<file path="config.mk">
export PLATFORM = sky130hd
export DESIGN_NAME = l2_bus_arbiter
export DESIGN_NICKNAME = d
export VERILOG_FILES = /design/src/rtl/l2_bus_arbiter.sv
export SDC_FILE = /design/constraint.sdc
export NUM_CORES = 1
export LEC_CHECK = 0
export CAP_MARGIN = 30
export CORE_AREA = 8 8 110 112
export CTS_CLUSTER_DIAMETER = 50
export CTS_CLUSTER_SIZE = 8
export DETAILED_ROUTE_END_ITERATION = 7
export DIE_AREA = 0 0 118 120
export HOLD_SLACK_MARGIN = 0.1
export PLACE_DENSITY = 0.78
export SYNTH_ARGS = -nofsm -noshare
export SYNTH_HDL_FRONTEND = slang
export SYNTH_SLANG_ARGS = --single-unit
</file>
<file path="constraint.sdc">
create_clock -name clk -period 2.4 [get_ports clk]
set_input_delay 0.36 -clock clk [delete_from_list [all_inputs] [get_ports clk]]
set_output_delay 0.36 -clock clk [all_outputs]
set_load 0.01 [all_outputs]
</file>
<file path="src/rtl/l2_bus_arbiter.sv">
// Purpose : shares the single L2 memory port between the I-cache and D-cache miss handlers.
// Latency : 1 cycle from *_l2_mem_en to grant, and 1 idle cycle between two owners.
// Backpres: a requester holds *_l2_mem_en until it is granted. If the other side waits,
//           the owner is forced off after MAX_HOLD consecutive owned cycles.
// Config  : `define L2_ARB_DC_PRIO_EN makes the D-cache win every tie. In that build the
//           hold timeout preempts only an I-cache owner. With the macro undefined, ties go
//           round-robin and the timeout applies to both sides.
// Ports   : clk/rst_n (async active-low).
//           ic_*/dc_* : en, wr_en, addr, wr_data in; rd_granted, wr_granted, rd_data out.
//           l2_mem_* : muxed port toward L2.
//           arb_owner : 00 none, 01 I-cache, 10 D-cache.
module l2_bus_arbiter #(
  parameter int ADDR_W   = 32,
  parameter int DATA_W   = 32,
  parameter int MAX_HOLD = 16
) (
  input  logic              clk,
  input  logic              rst_n,
  input  logic              ic_l2_mem_en,
  input  logic              ic_l2_mem_wr_en,
  input  logic [ADDR_W-1:0] ic_l2_mem_addr,
  input  logic [DATA_W-1:0] ic_l2_mem_wr_data,
  output logic              ic_rd_granted,
  output logic              ic_wr_granted,
  output logic [DATA_W-1:0] ic_l2_mem_rd_data,
  input  logic              dc_l2_mem_en,
  input  logic              dc_l2_mem_wr_en,
  input  logic [ADDR_W-1:0] dc_l2_mem_addr,
  input  logic [DATA_W-1:0] dc_l2_mem_wr_data,
  output logic              dc_rd_granted,
  output logic              dc_wr_granted,
  output logic [DATA_W-1:0] dc_l2_mem_rd_data,
  output logic              l2_mem_en,
  output logic              l2_mem_wr_en,
  output logic [ADDR_W-1:0] l2_mem_access_addr,
  output logic [DATA_W-1:0] l2_mem_wr_data,
  input  logic [DATA_W-1:0] l2_mem_rd_data,
  output logic [1:0]        arb_owner
);

  localparam int               CNT_W    = $clog2(MAX_HOLD);
  localparam logic [CNT_W-1:0] HOLD_LIM = CNT_W'(MAX_HOLD - 1);

  // State encoding doubles as the one-hot arb_owner value.
  typedef enum logic [1:0] {
    IDLE   = 2'b00,
    OWN_IC = 2'b01,
    OWN_DC = 2'b10
  } state_e;

  state_e           state_q, state_d;
  logic [CNT_W-1:0] hold_cnt_q, hold_cnt_d;
  logic             tie_to_dc;
  logic             dc_timeout_en;

`ifdef L2_ARB_DC_PRIO_EN
  assign tie_to_dc     = 1'b1;
  assign dc_timeout_en = 1'b0;
`else
  // rr_ptr: 0 -> I-cache wins the next tie, 1 -> D-cache wins the next tie.
  logic rr_ptr_q, rr_ptr_d;

  assign tie_to_dc     = rr_ptr_q;
  assign dc_timeout_en = 1'b1;

  // Any exit from an owned state (release or timeout) hands the next tie to the other side.
  always_comb begin
    rr_ptr_d = rr_ptr_q;
    if (state_d == IDLE) begin
      if (state_q == OWN_IC) begin
        rr_ptr_d = 1'b1;
      end else if (state_q == OWN_DC) begin
        rr_ptr_d = 1'b0;
      end
    end
  end

  always_ff @(posedge clk or negedge rst_n) begin
    if (!rst_n) begin
      rr_ptr_q <= 1'b0;
    end else begin
      rr_ptr_q <= rr_ptr_d;
    end
  end
`endif

  always_ff @(posedge clk or negedge rst_n) begin
    if (!rst_n) begin
      state_q    <= IDLE;
      hold_cnt_q <= '0;
    end else begin
      state_q    <= state_d;
      hold_cnt_q <= hold_cnt_d;
    end
  end

  // Every owned state is entered from IDLE, so clearing the counter in IDLE
  // resets it on entry. The counter saturates at HOLD_LIM. Reaching HOLD_LIM
  // while the other side still requests forces the bus back to IDLE.
  always_comb begin
    state_d    = state_q;
    hold_cnt_d = hold_cnt_q;
    unique case (state_q)
      IDLE: begin
        hold_cnt_d = '0;
        if (ic_l2_mem_en && dc_l2_mem_en) begin
          state_d = tie_to_dc ? OWN_DC : OWN_IC;
        end else if (ic_l2_mem_en) begin
          state_d = OWN_IC;
        end else if (dc_l2_mem_en) begin
          state_d = OWN_DC;
        end
      end
      OWN_IC: begin
        if (!ic_l2_mem_en) begin
          state_d = IDLE;
        end else if (dc_l2_mem_en) begin
          if (hold_cnt_q == HOLD_LIM) begin
            state_d = IDLE;
          end else begin
            hold_cnt_d = hold_cnt_q + 1'b1;
          end
        end
      end
      OWN_DC: begin
        if (!dc_l2_mem_en) begin
          state_d = IDLE;
        end else if (ic_l2_mem_en) begin
          if (hold_cnt_q == HOLD_LIM) begin
            if (dc_timeout_en) begin
              state_d = IDLE;
            end
          end else begin
            hold_cnt_d = hold_cnt_q + 1'b1;
          end
        end
      end
      default: state_d = IDLE;
    endcase
  end

  // Grants decode from the registered state. The read/write split follows the owner's
  // live wr_en. Because state_q resets asynchronously, every output drops at reset.
  always_comb begin
    ic_rd_granted      = 1'b0;
    ic_wr_granted      = 1'b0;
    dc_rd_granted      = 1'b0;
    dc_wr_granted      = 1'b0;
    ic_l2_mem_rd_data  = '0;
    dc_l2_mem_rd_data  = '0;
    l2_mem_en          = 1'b0;
    l2_mem_wr_en       = 1'b0;
    l2_mem_access_addr = '0;
    l2_mem_wr_data     = '0;
    unique case (state_q)
      OWN_IC: begin
        ic_rd_granted      = ~ic_l2_mem_wr_en;
        ic_wr_granted      = ic_l2_mem_wr_en;
        ic_l2_mem_rd_data  = l2_mem_rd_data;
        l2_mem_en          = ic_l2_mem_en;
        l2_mem_wr_en       = ic_l2_mem_wr_en;
        l2_mem_access_addr = ic_l2_mem_addr;
        l2_mem_wr_data     = ic_l2_mem_wr_data;
      end
      OWN_DC: begin
        dc_rd_granted      = ~dc_l2_mem_wr_en;
        dc_wr_granted      = dc_l2_mem_wr_en;
        dc_l2_mem_rd_data  = l2_mem_rd_data;
        l2_mem_en          = dc_l2_mem_en;
        l2_mem_wr_en       = dc_l2_mem_wr_en;
        l2_mem_access_addr = dc_l2_mem_addr;
        l2_mem_wr_data     = dc_l2_mem_wr_data;
      end
      default: ;
    endcase
  end

  assign arb_owner = state_q;

endmodule

</file>
# --- Word level (Yosys, flattened, before mapping) ---
# Index checks and enable logic that the tools add are counted.
word_totals:
  register_bits: 7
  inputBits: 166
  out_inout_bits: 136
classes:
  addsub: 1
  eq_ne: 7
  muxes: 28
  bitwise: 2
  n_reduce_logical: 7
op_table:
  columns: ["op", "count"]
  rows:
  - ["case mux 32 bit (2 select lines)", 2]
  - ["2-to-1 mux 32 bit", 2]
  - ["2-to-1 mux 4 bit", 5]
  - ["2-to-1 mux 2 bit", 9]
  - ["case mux 4 bit (3 select lines)", 1]
  - ["inequality test 2 bit, second input constant", 4]
  - ["2-to-1 mux 1 bit", 6]
  - ["case mux 2 bit (3 select lines)", 1]
  - ["AND reduction 5 bit", 1]
  - ["adder 4 x 1 -> 4 bit, second input constant", 1]
  - ["equality test 4 bit, second input constant", 1]
  - ["logical NOT 2 bit", 2]
  - ["case mux 1 bit (2 select lines)", 2]
  - ["nonzero test 3 bit", 1]
  - ["equality test 2 x 1 -> 1 bit, second input constant", 1]
  - ["equality test 2 bit, second input constant", 1]
  - ["inverter 1 bit", 2]
  - ["AND reduction 2 bit", 1]
  - ["nonzero test 2 bit", 1]
  - ["logical AND 1 bit", 1]

# --- Logic depth before layout (Yosys ltp) ---
# Gate-level depths: netlist of run 1.
depth:
  ltp_word: 7
  depth_mapped: 7
  mapped_depth_nobuf: 6

# --- Worst setup path before layout of run 1 ---
# Ideal clock, no wire load.
synth_timing:
  kind: "reg-to-output"
  start: "reg state_q[0] (netlist: arb_owner[0])"
  end: "out l2_mem_en"
  arrival_ps: 1695
  t_required_ps: 2040
  slack_ps: 345
  stages_incl_launch_ff: 6
  path_cell_list: "dfrtp_1 > inv_1 > ha_1 > clkbuf_1 > clkbuf_1 > a21boi_0"
synth_between:
  elab_chain_cells: 2
  elab_cells_between_ends: 3
synth_lines:
  columns: ["element", "line", "source"]
  rows:
  - ["start, declared", "51", "state_e state_q, state_d;"]
  - ["start signal, assigned", "92", "state_q <= state_d;"]
  - ["equality test 2 bit or equality test 2 x 1 -> 1 bit (tied branches)", "155", "unique case (state_q)"]
  - ["case mux 1 bit (2 select lines) *", "155", null]
  - ["end, declared", "33", "output logic l2_mem_en,"]
# Mark *: on every way between the ends. The rest lies on a longest branch, timed or not.

# --- Worst setup path after layout of run 1 ---
layout_timing:
  start: "reg state_q[0] (netlist: arb_owner[0])"
  end: "out l2_mem_wr_en"
layout_between:
  elab_chain_cells: 2
  elab_cells_between_ends: 3
layout_lines:
  columns: ["element", "line", "source"]
  rows:
  - ["equality test 2 bit or equality test 2 x 1 -> 1 bit (tied branches)", "155", null]
  - ["case mux 1 bit (2 select lines) *", "155", null]
  - ["end, declared", "34", "output logic l2_mem_wr_en,"]
# Marked as above.

==> flow_metrics.tcl, run 1 <==
set metrics [dict create \
    drc_errors 0 \
    busiest_layer "met2" \
    place_ws_ns 0.132 \
    use_met2 0.333 \
    start_kind "flip-flop" \
    synth-edff-count 0 \
    place_congestion 0.956 \
    cts_buffers 3 \
    cts_tree "built" \
    max_freq_ghz 0.427 \
    port_buffers 301 \
    drt_iter0_markers 126 \
    grt_max_degree 38 \
    synthArstFlopShare 1.00 \
    fin_hold_ws_ns 0.415 \
    drive_gt1_frac 0.0536 \
    ys.flop_type "dfrtp_1" \
    final_common_cell "clkdlybuf4s50_1" \
    clk_path_buf_depth 2 \
    die-area_um2 14200 \
    grt_pass1_vias 3612 \
    irDropWorstVdd_v 0.000453 \
    tns_ns 0 \
    reg2regPathDepth 7 \
    power_density_nw_per_um2 830 \
    grt_pass1_wl_um 20700 \
    syn_nets 454 \
    r2r-end "hold_cnt_q[2]" \
    path_max_fanout 33 \
    finalCriticalPeriod_ns 2.34 \
    htree_levels 1 \
    hp-class "input port to async pin" \
    ys_seq_area_frac 0.0894 \
    worst_pin_slew_ns 0.365 \
    r2r-start "arb_owner[1]" \
    core.rowCount 38 \
    timing.final.max_slew_violations 0 \
    min_period_over_period 0.975 \
    wire_per_inst_um 19.7 \
    die_h_um 120 \
    layout_common_cells "clkdlybuf4s50_1 (237), a22oi_1 (66), nor2b_1 (66), and2_1 (66), dlymetal6s2s_1 (54)" \
    synthCells 283 \
    cts_root_buf "clkbuf_8" \
    floorplan.initialDensity 0.186 \
    ys_warn_count 0 \
    grt.met1_usage 0.193 \
    routed_wl_um 14100 \
    place_hpwl_um 11500 \
    yosys.cell_types.count 32 \
    gr-total-overflow 0 \
    ff2ff_setup_slack_ns 0.44 \
    final-hold-violation-count 0 \
    nets 750 \
    path_class "flip-flop to primary output" \
    area_growth_pct 182 \
    setup_violations 0 \
    status "finished, final reports clean" \
    antenna_found_initial 0 \
    synth_area_um2 1960 \
    maxCapViolCount 0 \
    clkLatencyLatePin_ns 0.23 \
    cp.required_ns 2.04 \
    core_area_um2 10500 \
    setup_ws_ns 0.0589 \
    syn_avg_cell_area_um2 6.92 \
    vias 3323 \
    ant_nets 0 \
    ios 302 \
    vias_per_cell 4.62 \
    globalRouteTotalUtil 0.182 \
    n_fill_cell 939 \
    clk_pin_slew_ns 0.04 \
    final.setup_skew_ns 0.00202 \
    relSlewSlack 0.756 \
    leakage_nw 2.92 \
    dr.pass1.iters 4 \
    crit_arrival_ns 1.98 \
    cts_hold_buf 0 \
    grt_setup_unrepaired "yes" \
    met3_usage 0.0714 \
    cp-end-kind "primary output" \
    clock_sinks 7 \
    die_w_um 118 \
    synth-seq-cells 7 \
]
[worst max-delay path, stage by stage, from the launching register on]
cell and delay, ns:
dfrtp_1 0.35, buf_4 0.18, ha_4 0.21, buf_12 0.20
and2_1 0.17, o21a_1 0.12, clkdlybuf4s50_1 0.53
[state kept, by name, summed over array words and instances (netlist names)]
name / count
arb_owner: 2
hold_cnt_q: 4
rr_ptr_q: 1
[cell usage after synthesis (2+ instances only)]
library cell | count | share of area
a22o_1 | 3 | 0.013
o21ai_0 | 3 | 0.0077
dfrtp_1 | 7 | 0.089
buf_2 | 7 | 0.018
inv_1 | 6 | 0.011
nor2b_1 | 66 | 0.21
ha_1 | 5 | 0.032
clkbuf_1 | 22 | 0.042
a22oi_1 | 66 | 0.25
a21oi_1 | 2 | 0.0051
o211ai_1 | 2 | 0.0077
and2_1 | 66 | 0.21
nor2_1 | 3 | 0.0057
nand3_1 | 3 | 0.0077
nand2_1 | 4 | 0.0077
and4_1 | 2 | 0.0089
[repair_timing]
| item | in CTS | in global routing |
|---|---|---|
| resized for setup | 18 | 54 |
| gates cloned | 2 | 0 |
| setup buffers | 2 | 1 |
| setup endpoints to repair | 69 | 62 |
| pin swaps | 1 | 1 |
[power by group]
group | switching (mW) | internal (mW)
registers | 0.0382 | 0.161
clock network | 0.0527 | 0.112
logic | 1.88 | 2.34
total | 1.97 | 2.61
[logic make-up (layout without fill, tap and decap cells)]
family / after synthesis / count (layout) / synth area share
AO/OA/AOI/OAI: 86 / 86 / 0.333
adder cells (fa/ha/maj): 5 / 5 / 0.0319
buffers and inverters: 36 / 331 / 0.0734
flip-flops: 7 / 7 / 0.0894
multiplexers: 2 / 2 / 0.0109
other: 0 / 1 / 0
AND/OR/NAND/NOR: 147 / 147 / 0.461
[metrics by stage]
step / cells / area (um^2) / util / power [mW]
floorplan: 283 / 1960 / - / 2.10
global placement: 709 / 5220 / 0.497 / 4.15
detailed placement: 709 / 5220 / 0.497 / 4.24
CTS: 717 / 5370 / 0.511 / 4.67
global route: 718 / 5520 / 0.526 / 4.90
finish: 719 / 5530 / 0.526 / 4.59
[worst max path at each step]
| stage | start | end | slack, ns | depth (start not counted) |
|---|---|---|---|---|
| 2_1_floorplan | arb_owner[0] | l2_mem_en | 0.34 | 5 |
| 3_3_place_gp | arb_owner[0] | l2_mem_wr_en | 0.21 | 6 |
| 3_5_place_dp | arb_owner[0] | l2_mem_wr_data[9] | 0.13 | 6 |
| 4_1_cts | arb_owner[1] | dc_l2_mem_rd_data[28] | 0.0005 | 6 |
| 5_1_grt | arb_owner[0] | l2_mem_wr_en | -0.03 | 6 |
| 6_report | arb_owner[0] | l2_mem_wr_en | 0.06 | 6 |
[final cells by class]
| type | instances | area [um^2] | area share |
|---|---|---|---|
| diodes | 1 | 2.50 | 0.000453 |
| flip-flops and latches | 7 | 175 | 0.0317 |
| inverters | 6 | 22.5 | 0.00408 |
| multi-input cells | 240 | 1680 | 0.304 |
| clock inverters | 1 | 5.00 | 0.000906 |
| clock buffers | 3 | 41.3 | 0.00747 |
| well taps | 140 | 175 | 0.0317 |
| repair buffers | 321 | 3430 | 0.620 |
[metal layers]
metal  vias to the layer above  wire, um
met2                       171      7410
li1                       1591         -
met1                      1539      5190
met5                         -         0
met3                        22      1300
met4                         0       239
No activity file was read; power rests on OpenSTA's default activity.
==> inputs of run 2 (changes only) <==
--- a/config.mk
+++ b/config.mk
@@ -5,6 +5,7 @@
 export SDC_FILE = /design/constraint.sdc
 export NUM_CORES = 1
 export LEC_CHECK = 0
+export ABC_AREA = 0
 export CAP_MARGIN = 30
 export CORE_AREA = 8 8 110 112
 export CTS_CLUSTER_DIAMETER = 50
@@ -16,3 +17,4 @@
 export SYNTH_ARGS = -nofsm -noshare
 export SYNTH_HDL_FRONTEND = slang
 export SYNTH_SLANG_ARGS = --single-unit
+export TNS_END_PERCENT = 30
==> flow_metrics.tcl, run 2 (synthesized netlist as in run 1, its figures left out) <==
set metrics [dict create \
    status "finished, final reports clean" \
    layout_common_cells "clkdlybuf4s50_1 (224), a22oi_1 (66), nor2b_1 (66), and2_1 (66), dlymetal6s2s_1 (65)" \
    cts_buffers 3 \
    grt_max_degree 38 \
    cts_tree "built" \
    r2r-start "arb_owner[1]" \
    p_sw_mw 1.97 \
    cp.required_ns 2.04 \
    timing.final.max_slew_violations 0 \
    max_freq_ghz 0.426 \
    path_class "flip-flop to primary output" \
    cp-end-kind "primary output" \
    ios 302 \
    finalCriticalPeriod_ns 2.35 \
    gr-total-overflow 0 \
    final.setup_skew_ns 0.00204 \
    final_area_um2 5530 \
    clock_sinks 7 \
    grt_setup_unrepaired "yes" \
    final_common_cell "clkdlybuf4s50_1" \
    p_int_mw 2.57 \
    clk_pin_slew_ns 0.04 \
    antennaDiodeCount 0 \
    postLayoutCoreUtil 0.526 \
    clk_path_buf_depth 2 \
    drc_errors 0 \
    relSlewSlack 0.757 \
    antenna_found_initial 0 \
    largest-register "hold_cnt_q" \
    pwr-share-clk 0.036 \
    place_hpwl_um 11500 \
    irDropWorstVdd_v 0.000454 \
    p_comb_frac 0.920 \
    grt_pass1_vias 3612 \
    crit_start "arb_owner[0]" \
    maxCapViolCount 0 \
    port_buffers 301 \
    die_w_um 118 \
    worst_pin_slew_ns 0.363 \
    placed_area_um2 5220 \
    crit_arrival_ns 1.99 \
    nets 749 \
    cts_root_buf "clkbuf_8" \
    core_area_um2 10500 \
    ant_nets 0 \
    floorplan.initialDensity 0.186 \
    die-area_um2 14200 \
    clkLatencyLatePin_ns 0.23 \
    place_congestion 0.956 \
    drive_gt1_frac 0.0520 \
    core.rowCount 38 \
    fin_hold_ws_ns 0.413 \
    vias 3277 \
    hp-class "input port to async pin" \
    min_period_over_period 0.979 \
    final-hold-violation-count 0 \
    area_growth_pct 182 \
    swShare 0.433 \
    path_max_fanout 18 \
    die_h_um 120 \
    globalRouteTotalUtil 0.182 \
    drt_iter0_markers 108 \
    routed_wl_um 14200 \
    vias_per_cell 4.57 \
    start_kind "flip-flop" \
    largest_reg_flops 4 \
    dr.pass1.iters 4 \
    leakage_nw 3.11 \
    power_density_nw_per_um2 822 \
    power_frac_seq 0.044 \
    wire_per_inst_um 19.8 \
    htree_levels 1 \
    grt_pass1_wl_um 20700 \
    setup_violations 0 \
]
==> run 2: cell count changes in the layout (fill, tap and decap cells not counted) <==
cell / before / now
clkdlybuf4s50_1: 237 / 224
dlymetal6s2s_1: 54 / 65
dlygate4sd2_1: 10 / 12
buf_12: 7 / 6
diode_2: 1 / 0
==> run 2: final cells by class <==
cell class | instances | area [um^2]
clock buffers | 3 | 41.3
well taps | 140 | 175
repair buffers | 320 | 3430
fillers | 934 | 4980
flip-flops and latches | 7 | 175
multi-input cells | 240 | 1680
inverters | 6 | 22.5
clock inverters | 1 | 5.00
==> run 2: stage by stage <==
step | setup slack, ns | power (mW) | TNS (ns) | std cells
floorplan | 0.345 | 2.10 | 0 | 283
global route | -0.0575 | 4.85 | -0.0807 | 717
finish | 0.0513 | 4.54 | 0 | 717
detailed placement | 0.132 | 4.24 | 0 | 709
CTS | 0.000462 | 4.66 | 0 | 717
global placement | 0.206 | 4.15 | 0 | 709
==> run 2: critical path, cell delays in order (launching register included) <==
cell and delay, ns:
dfrtp_1 0.38, inv_2 0.11, ha_4 0.26, buf_8 0.19
and2_1 0.15, o21a_1 0.13, clkdlybuf4s50_1 0.53
==> run 2: layer usage <==
layer	up-vias	routed length (um)	GRT usage
met1	1513	5250	0.193
li1	1588	-	-
met2	156	7450	0.333
met4	0	243	0.0392
met3	20	1270	0.0714
met5	-	0	0
==> run 2: power by group through the flow <==
stage          Sequential (mW)  Clock, mW  Combinational (mW)
3_3_place_gp             0.194          0                3.96
5_1_grt                  0.204      0.184                4.46
2_1_floorplan            0.214          0                1.89
4_1_cts                  0.197      0.174                4.29
6_report                 0.199      0.165                4.18
3_5_place_dp             0.198          0                4.04
==> run 2: what timing repair did <==
| item | in CTS | in global routing |
|---|---|---|
| buffers inserted | 2 | 0 |
| pin swaps | 1 | 1 |
| gates resized for setup | 20 | 65 |
| hold buffers | 0 | 0 |
| gates cloned | 2 | 0 |
| setup endpoints to repair | 69 | 60 |
==> run 2: final timing paths <==
check | endpoint | slack (ns) | depth (start not counted)
worst min-delay path | arb_owner[1] | 0.41 | 1
worst min register to register | rr_ptr_q | 0.48 | 1
worst max-delay path | l2_mem_wr_en | 0.05 | 6
worst max register to register | hold_cnt_q[2] | 0.54 | 6
min in group clk | rr_ptr_q | 0.48 | 1
max in group asynchronous | hold_cnt_q[2] | 1.73 | 1
